### src/rtl/gb_alu_pkg.sv
// Shared LR35902 ALU definitions: op codes, register indices, decoder states, micro-op payload.
package gb_alu_pkg;

  localparam logic [7:0] CB_PREFIX = 8'hCB;
  localparam logic [2:0] REG_A     = 3'b111;
  localparam logic [2:0] REG_HLM   = 3'b110;
  localparam logic [2:0] PAIR_HL   = 3'b010;

  // Base 8-bit arithmetic ops (opcode [5:3])
  localparam logic [2:0] OP_ADD = 3'd0;
  localparam logic [2:0] OP_ADC = 3'd1;
  localparam logic [2:0] OP_SUB = 3'd2;
  localparam logic [2:0] OP_SBC = 3'd3;
  localparam logic [2:0] OP_AND = 3'd4;
  localparam logic [2:0] OP_XOR = 3'd5;
  localparam logic [2:0] OP_OR  = 3'd6;
  localparam logic [2:0] OP_CP  = 3'd7;

  // CB rotate/shift ops (CB byte [5:3])
  localparam logic [2:0] OP_RLC  = 3'd0;
  localparam logic [2:0] OP_RRC  = 3'd1;
  localparam logic [2:0] OP_RL   = 3'd2;
  localparam logic [2:0] OP_RR   = 3'd3;
  localparam logic [2:0] OP_SLA  = 3'd4;
  localparam logic [2:0] OP_SRA  = 3'd5;
  localparam logic [2:0] OP_SWAP = 3'd6;
  localparam logic [2:0] OP_SRL  = 3'd7;

  // Misc class: accumulator adjust ops and CB bit ops
  localparam logic [2:0] OP_DAA = 3'd0;
  localparam logic [2:0] OP_CPL = 3'd1;
  localparam logic [2:0] OP_SCF = 3'd2;
  localparam logic [2:0] OP_CCF = 3'd3;
  localparam logic [2:0] OP_BIT = 3'd1;
  localparam logic [2:0] OP_RES = 3'd2;
  localparam logic [2:0] OP_SET = 3'd3;

  localparam logic [7:0] F_Z = 8'h80;
  localparam logic [7:0] F_N = 8'h40;
  localparam logic [7:0] F_H = 8'h20;
  localparam logic [7:0] F_C = 8'h10;

  typedef enum logic [1:0] {ST_OP, ST_CB, ST_IMM, ST_HOLD} state_t;
  typedef enum logic [1:0] {CLS_ALU, CLS_IMM, CLS_PREFIX, CLS_NONALU} cls_t;

  typedef struct packed {
    logic [2:0] op;
    logic [2:0] src;
    logic [2:0] dest;
    logic       size;
    logic       ext;
    logic       misc;
    logic       mem;
    logic       imm_en;
    logic [7:0] imm;
    logic       nonalu;
  } uop_t;

endpackage

### src/rtl/alu_opcode_lut.sv
// Combinational opcode table: maps one byte (base or CB page) to micro-op fields and a class.
module alu_opcode_lut
  import gb_alu_pkg::*;
(
  input  logic [7:0] opcode,
  input  logic       is_cb,
  output uop_t       uop,
  output cls_t       cls
);

  always_comb begin
    uop = '0;
    cls = CLS_NONALU;
    if (is_cb) begin
      cls      = CLS_ALU;
      uop.ext  = 1'b1;
      uop.dest = opcode[2:0];
      if (opcode[7:6] == 2'b00) begin
        uop.op  = opcode[5:3];
        uop.src = opcode[2:0];
        uop.mem = (opcode[2:0] == REG_HLM);
      end else begin
        uop.misc = 1'b1;
        uop.op   = {1'b0, opcode[7:6]};
        uop.src  = opcode[5:3];
        uop.mem  = (opcode[5:3] == REG_HLM) || (opcode[2:0] == REG_HLM);
      end
    end else if (opcode == CB_PREFIX) begin
      cls = CLS_PREFIX;
    end else if (opcode[7:6] == 2'b10) begin
      cls      = CLS_ALU;
      uop.op   = opcode[5:3];
      uop.src  = opcode[2:0];
      uop.dest = REG_A;
      uop.mem  = (opcode[2:0] == REG_HLM);
    end else if ((opcode & 8'hC7) == 8'hC6) begin
      // d8 form: operand arrives in the following byte
      cls        = CLS_IMM;
      uop.op     = opcode[5:3];
      uop.dest   = REG_A;
      uop.imm_en = 1'b1;
    end else if ((opcode & 8'hE7) == 8'h27) begin
      cls      = CLS_ALU;
      uop.misc = 1'b1;
      uop.op   = {1'b0, opcode[4:3]};
    end else if ((opcode & 8'hCF) == 8'h09) begin
      cls      = CLS_ALU;
      uop.op   = OP_ADD;
      uop.size = 1'b1;
      uop.src  = {1'b0, opcode[5:4]};
      uop.dest = PAIR_HL;
    end else begin
      uop.nonalu = 1'b1;
      uop.imm    = opcode;
    end
  end

endmodule

### src/rtl/alu_uop_decoder.sv
// Byte-stream front-end for the ALU: tracks CB prefix / d8 context and registers one micro-op per instruction.
module alu_uop_decoder
  import gb_alu_pkg::*;
(
  input  logic       clk,
  input  logic       rst,
  input  logic       flush,
  input  logic       byte_valid,
  input  logic [7:0] byte_data,
  output logic       byte_ready,
  output logic       uop_valid,
  input  logic       uop_ready,
  output logic [2:0] uop_op,
  output logic [2:0] uop_src,
  output logic [2:0] uop_dest,
  output logic       uop_size,
  output logic       uop_ext,
  output logic       uop_misc,
  output logic       uop_mem,
  output logic       uop_imm_en,
  output logic [7:0] uop_imm,
  output logic       uop_nonalu
);

  state_t state;
  uop_t   uop_q;
  uop_t   ctx_q;
  uop_t   lut_uop;
  uop_t   imm_uop;
  cls_t   lut_cls;
  logic   accept;

  alu_opcode_lut u_lut (
    .opcode (byte_data),
    .is_cb  (state == ST_CB),
    .uop    (lut_uop),
    .cls    (lut_cls)
  );

  // A held uop blocks intake unless it drains this same cycle
  assign byte_ready = !rst && !flush && ((state != ST_HOLD) || uop_ready);
  assign accept     = byte_valid && byte_ready;

  always_comb begin
    imm_uop     = ctx_q;
    imm_uop.imm = byte_data;
  end

  always_ff @(posedge clk or posedge rst) begin
    if (rst) begin
      state     <= ST_OP;
      uop_q     <= '0;
      ctx_q     <= '0;
      uop_valid <= 1'b0;
    end else if (flush) begin
      state     <= ST_OP;
      uop_valid <= 1'b0;
    end else begin
      if (state == ST_HOLD && uop_ready) begin
        uop_valid <= 1'b0;
        state     <= ST_OP;
      end
      if (accept) begin
        unique case (state)
          ST_CB: begin
            uop_q     <= lut_uop;
            uop_valid <= 1'b1;
            state     <= ST_HOLD;
          end
          ST_IMM: begin
            uop_q     <= imm_uop;
            uop_valid <= 1'b1;
            state     <= ST_HOLD;
          end
          default: begin
            // ST_OP, or ST_HOLD draining back-to-back
            if (lut_cls == CLS_PREFIX) begin
              state <= ST_CB;
            end else if (lut_cls == CLS_IMM) begin
              ctx_q <= lut_uop;
              state <= ST_IMM;
            end else begin
              uop_q     <= lut_uop;
              uop_valid <= 1'b1;
              state     <= ST_HOLD;
            end
          end
        endcase
      end
    end
  end

  assign uop_op     = uop_q.op;
  assign uop_src    = uop_q.src;
  assign uop_dest   = uop_q.dest;
  assign uop_size   = uop_q.size;
  assign uop_ext    = uop_q.ext;
  assign uop_misc   = uop_q.misc;
  assign uop_mem    = uop_q.mem;
  assign uop_imm_en = uop_q.imm_en;
  assign uop_imm    = uop_q.imm;
  assign uop_nonalu = uop_q.nonalu;

endmodule

### config.mk
export PLATFORM = sky130hd
export DESIGN_NAME = alu_uop_decoder
export DESIGN_NICKNAME = d
export VERILOG_FILES = /design/src/rtl/gb_alu_pkg.sv /design/src/rtl/alu_opcode_lut.sv /design/src/rtl/alu_uop_decoder.sv
export SDC_FILE = /design/constraint.sdc
export NUM_CORES = 1
export LEC_CHECK = 0
export CORE_MARGIN = 2
export CORE_UTILIZATION = 35
export DETAILED_ROUTE_END_ITERATION = 10
export DONT_BUFFER_PORTS = 1
export SLEW_MARGIN = 25
export SYNTH_ARGS = -nofsm -noshare
export SYNTH_HDL_FRONTEND = slang
export SYNTH_SLANG_ARGS = --single-unit
export TNS_END_PERCENT = 50
### constraint.sdc
create_clock -name clk -period 5.5 [get_ports clk]
set_clock_uncertainty 0.15 [all_clocks]
set_input_delay 0.275 -clock clk [delete_from_list [all_inputs] [get_ports clk]]
set_output_delay 0.275 -clock clk [all_outputs]
set_load 0.02 [all_outputs]
==> After elaboration in Yosys (flattened, before gate mapping) <==
Index checks and enable logic that the tools add are counted.
{ "word_totals": {"out_inout_bits": 25, "inputBits": 13, "wordCells": 101, "register_bits": 41} }
{ "op_classes": {"n_eq_ne": 15, "n_reduce_logical": 13, "bitwise_logic": 3, "mux": 49} }
{ "ops": {"columns": ["cell", "n"], "rows": [
  ["$mux 23", 2],
  ["$pmux 23 s2", 1],
  ["$mux 9", 5],
  ["$mux 10", 3],
  ["$mux 2", 12],
  ["$mux 1", 18],
  ["$eq 6x4->1 const B", 2],
  ["$mux 12", 1],
  ["$mux 3", 4],
  ["$mux 6", 2],
  ["$eq 2x2->1 const B", 4],
  ["$eq 8x8->1 const B", 1],
  ["$mux 7", 1],
  ["$eq 3x3->1 const B", 2],
  ["$ne 3x1->1 const B", 2],
  ["$eq 5x5->1 const B", 1],
  ["$reduce_and 5->1", 1],
  ["$eq 2x1->1 const B", 2],
  ["$logic_and 1x1->1", 4],
  ["$reduce_and 4->1", 1],
  ["$not 1->1", 3],
  ["$reduce_bool 3->1", 1],
  ["$logic_not 1->1", 2],
  ["$logic_not 2->1", 1],
  ["other kinds (3)", 4]
]} }

==> Depth between registers and ports, before layout <==
{ "depth": {"word_depth": 13, "mapped_depth": 10, "depth_no_buf": 7} }

==> Cells and area by module <==
A second synthesis with hierarchy kept.
{ "unflattened": {"cells_unflattened": 199, "hier_area_um2": 2504.9} }
{ "modules_own_cells": {"columns": ["mod", "seq_area_each_um2", "area_each_um2", "cells_per_inst", "instances"], "rows": [
  ["alu_uop_decoder", 1026.0, 1996.9, 133, 1],
  ["alu_opcode_lut", 0.0, 508.0, 66, 1]
]} }

==> Worst setup path after synthesis <==
Ideal clock, no wire load.
{ "synth_timing": {"path_kind": "reg-to-reg", "startpoint": "register state[0]", "endpoint": "register uop_q, in the netlist uop_dest[0]", "slack_ns": 2.888, "synth_period_minus_slack_ns": 2.612, "required_time_ns": 5.225, "setup_time_ns": 0.125, "n_path_buf": 3, "arrival_time_ns": 2.337, "path_stages_with_launch": 9, "cell_sequence": "dfrtp_1 > ha_1 > a211oi_1 > and2_1 > clkbuf_1 > o211a_1 > buf_6 > buf_6 > mux2_4"} }
{ "synth_via": {"elab_chain_len": 5, "word_cells_on_any_way": 16, "classes_between": "eq/ne (7); mux (5); reduce/logical (4)"} }
{ "synth_lines": {"columns": ["item", "line", "source"], "rows": [
  ["from (decl)", "alu_uop_decoder.sv:25", "state_t state;"],
  ["from (signal assigned)", "alu_uop_decoder.sv:51", "state <= ST_OP;"],
  ["from (signal assigned)", "alu_uop_decoder.sv:56", "state <= ST_OP;"],
  ["from (signal assigned)", "alu_uop_decoder.sv:61", "state <= ST_OP;"],
  ["$ne 2x2->1", "alu_uop_decoder.sv:41", "assign byte_ready = !rst && !flush && ((state != ST_HOLD) || uop_ready);"],
  ["$logic_or 1x1->1", "alu_uop_decoder.sv:41", null],
  ["$logic_and 1x1->1", "alu_uop_decoder.sv:41", null],
  ["named net byte_ready", "alu_uop_decoder.sv:10", "output logic byte_ready,"],
  ["$logic_and 1x1->1", "alu_uop_decoder.sv:42", "assign accept = byte_valid && byte_ready;"],
  ["$reduce_and 4->1 (no line)", null, null],
  ["to (signal assigned)", "alu_uop_decoder.sv:66", "uop_q <= lut_uop;"],
  ["to (signal assigned)", "alu_uop_decoder.sv:71", "uop_q <= imm_uop;"],
  ["to (signal assigned)", "alu_uop_decoder.sv:83", "uop_q <= lut_uop;"],
  ["to (decl)", "alu_uop_decoder.sv:26", "uop_t uop_q;"]
]} }
The timed path passes the listed nets, and every way through them passes these cells. The select of a mux whose other input is x is not followed.
A chain may end at the register's enable or synchronous reset.

==> Worst setup path in the final report <==
{ "layout_timing": {"startpoint": "register state[1]", "endpoint": "register uop_q, in the netlist uop_op[2]"} }
{ "layout_via": {"elab_chain_len": 5, "word_cells_on_any_way": 16, "classes_between": "eq/ne (7); mux (5); reduce/logical (4)"} }
{ "layout_lines": {"columns": ["item", "line", "source"], "rows": [
  ["$eq 2x1->1 or $ne 2x2->1 (tied branches)", "alu_uop_decoder.sv:35, alu_uop_decoder.sv:64, alu_uop_decoder.sv:41", null],
  ["$mux 2 (tied with other cells)", "alu_opcode_lut.sv:14", "if (is_cb) begin"],
  ["$eq 2x1->1 (tied with other cells)", "alu_uop_decoder.sv:79", "end else if (lut_cls == CLS_IMM) begin"],
  ["$ne 3x1->1 (no line) (tied with other cells)", null, null],
  ["$reduce_and 4->1 (no line) or $pmux 23 s2 (tied branches)", null, null]
]} }
Several ways; a longest one is shown, not always the timed one. The select of a mux whose other input is x is not followed.

==> flow_summary.toml <==
[sta]
maxSlewHeadroom = 0.500
worst_pin_slew_ns = 0.745
drv_slew = 0
setup_tns_ns = 0
period_share = 0.594
setup_viol = 0
hold_viol_final = 0
rsz0062_at_grt = "false"
period_minus_slack_ns = 3.27
fmax_ghz = 0.306

[global_routing]
antenna_found_initial = 0
grt_max_degree = 42
grt_pass1_vias = 1682
grt_pass1_wl_um = 9070
grtUsageTotal = 0.160
grt_remaining_overflow = 0

[pwr]
p_sw_mw = 0.259
seqPwrFrac = 0.515
pwr-share-comb = 0.167
p_clk_frac = 0.318
power_density_mw_per_mm2 = 321
switching_share = 0.317
power_mw = 0.816
max-vdd-ir-drop_uv = 96.2
p_leak_nw = 1.18
p_int_mw = 0.557

[logic_synthesis]
async_reset_ff_frac = 1.00
syn_avg_cell_area_um2 = 10.5
synth_edf_count = 0
postSynthCellCount = 219
synth_ff_type = "dfrtp_1"
yosys_warnings = 0
synthDistinctLibCells = 54
syn_area_mm2 = 0.00231
syn_nets = 235
ys_ff_latch = 41
synth_seq_area_share = 0.444

[drt]
num_vias = 1684
wl_um = 5600
dr.pass1.iters = 4
ant_nets = 0
wl_per_cell_um = 18.6
drc_errors = 0
viasPerCell = 5.59
drtIter0Drc = 162

[placement]
gp_congestion = 0.871
hpwlAfterDp_um = 3790
portBuffers = 0

[critical_path]
endpoint_kind = "flip-flop"
timing.rr.end = "uop_op[2]"
start_kind = "flip-flop"
worstPathMaxFanout = 18
worstSetupPathType = "flip-flop to flip-flop"
endpoint = "uop_op[2]"
rr_worst_depth = 8
worstPathRequired_ns = 5.53
timing.rr.start = "state[1]"
arrival_ns = 3.30
rrSetupSlack_ns = 2.23
worstSetupStartpoint = "state[1]"

[clocking]
post_cts_buffers = 0
numCtsBuffers = 5
h-tree-depth = 2
root_buffer = "clkbuf_8"
cts.path.max_buffers = 2
clkLatencyLatePin_ns = 0.30
clkSlewWorstSetupHoldPaths_ns = 0.08
cts_num_sinks = 41
cts_tree = "yes"

[run_status]
outcome = "finished, final reports clean"

[layout]
register_area_mm2 = 0.00103
layout.nets = 239
syn_to_final_growth_pct = 10.4
multiInputGateArea_mm2 = 0.00114
diodes = 0
fillCellCount = 613
drive_above_1_share = 0.152

[floorplanning]
die_h_um = 85.2
design.die.area_mm2 = 0.00726
pin_count = 38
core-area_mm2 = 0.00635
core.rowCount = 29
start_util = 0.364
die_w_um = 85.2

[worst_hold_path]
min_path_type = "input port to flip-flop"

[run]
maxCapViolCount = 0
stage by stage:
| step | utilization | area (µm²) | hold WS [ns] | setup slack, ns | cells |
|---|---|---|---|---|---|
| global placement | 0.368 | 2330 | 0.179 | 2.36 | 284 |
| global route | 0.401 | 2550 | 0.0230 | 2.06 | 301 |
| finish | 0.401 | 2550 | 0.0108 | 2.23 | 301 |
| detailed placement | 0.368 | 2330 | 0.182 | 2.27 | 284 |
| CTS | 0.401 | 2540 | 0.0111 | 2.24 | 301 |
| floorplan | - | 2310 | 0.188 | 2.89 | 219 |
power by group through the flow:
stage	Combinational (mW)	Sequential, mW	Clock (mW)
2_1_floorplan	0.114	0.416	0
3_3_place_gp	0.129	0.428	0
3_5_place_dp	0.131	0.428	0
4_1_cts	0.138	0.423	0.262
5_1_grt	0.152	0.427	0.278
6_report	0.136	0.421	0.259
cells by family (layout without fill, tap and decap cells):
kind of cell	after synthesis	in the layout	share of synthesized area
mux	27	27	0.145
flops	41	41	0.444
fa+ha+maj	3	3	0.0163
simple gates	69	69	0.168
buf+inv	31	36	0.0645
compound gates	48	48	0.162
flip-flops by register name, indices dropped and copies added (netlist names):
register,flops
ctx_q,15
uop_size,1
uop_dest,3
uop_mem,1
uop_nonalu,1
uop_valid,1
uop_ext,1
uop_imm,8
uop_op,3
uop_misc,1
uop_imm_en,1
state,2
uop_src,3
metal layers:
| layer | wire (µm) | share of wire | up-vias | track usage |
|---|---|---|---|---|
| met5 | 0 | 0 | - | 0 |
| met4 | 72 | 0.013 | 0 | 0.0548 |
| met3 | 389 | 0.069 | 9 | 0.0457 |
| met2 | 2600 | 0.46 | 60 | 0.246 |
| met1 | 2530 | 0.45 | 824 | 0.218 |
| li1 | - | - | 791 | - |
placed cells by master, fill, tap and decap left out, types with 2 or more instances in the layout:
master | synthesis | final
dfrtp_1 | 41 | 41
nand2_1 | 27 | 27
inv_1 | 17 | 17
mux2_4 | 11 | 11
and2_1 | 10 | 10
o21ai_0 | 9 | 9
mux2i_1 | 9 | 9
dlygate4sd3_1 | 0 | 9
nor2_1 | 8 | 8
a21oi_1 | 6 | 6
clkbuf_8 | 0 | 6
mux2_2 | 4 | 4
a221o_1 | 4 | 4
nand2b_1 | 4 | 4
o211ai_1 | 3 | 3
a22oi_1 | 3 | 3
mux2_1 | 3 | 3
ha_1 | 3 | 3
nand3b_4 | 2 | 2
nand3_1 | 2 | 2
o31a_1 | 2 | 2
a21o_1 | 2 | 2
a222oi_1 | 2 | 2
a31oi_1 | 2 | 2
nor3_1 | 2 | 2
buf_4 | 0 | 2
cell type report:
class,count,area share
inverter,17,0.0250
tap,77,0.0378
sequential,41,0.403
timing repair buffer,11,0.0413
clock buffer,6,0.0324
multi-input combinational,147,0.446
clock inverter,2,0.0147
Yosys cell counts (4+ instances only):
master | instances | share of area
dfrtp_1 | 41 | 0.44
nand2_1 | 27 | 0.044
inv_1 | 17 | 0.028
mux2_4 | 11 | 0.072
and2_1 | 10 | 0.027
mux2i_1 | 9 | 0.039
o21ai_0 | 9 | 0.020
clkbuf_1 | 8 | 0.013
nor2_1 | 8 | 0.013
a21oi_1 | 6 | 0.013
a221o_1 | 4 | 0.017
buf_6 | 4 | 0.020
mux2_2 | 4 | 0.020
nand2b_1 | 4 | 0.011
worst max-delay path, cell delays in order (launching register included):
cell and delay [ns]:
dfrtp_1 0.42, inv_1 0.07, ha_1 0.58, inv_1 0.32, o31a_1 0.18, o2111ai_1 0.15, o211a_1 0.57, buf_4 0.36
mux2_1 0.35
what timing repair did:
action	in CTS	in global routing
hold buffers	9	0
gates resized for setup	0	0
hold endpoints to repair	50	0
how the worst min path moves through the flow:
stage | cells after the start | slack [ns] | to | from
floorplan | 1 | 0.19 | uop_valid | flush
global placement | 2 | 0.18 | uop_valid | rst
detailed placement | 2 | 0.18 | uop_valid | rst
CTS | 3 | 0.01 | uop_valid | uop_ready
global route | 3 | 0.02 | uop_valid | uop_ready
finish | 3 | 0.01 | uop_valid | uop_ready
(Power assumes the default switching activity.)
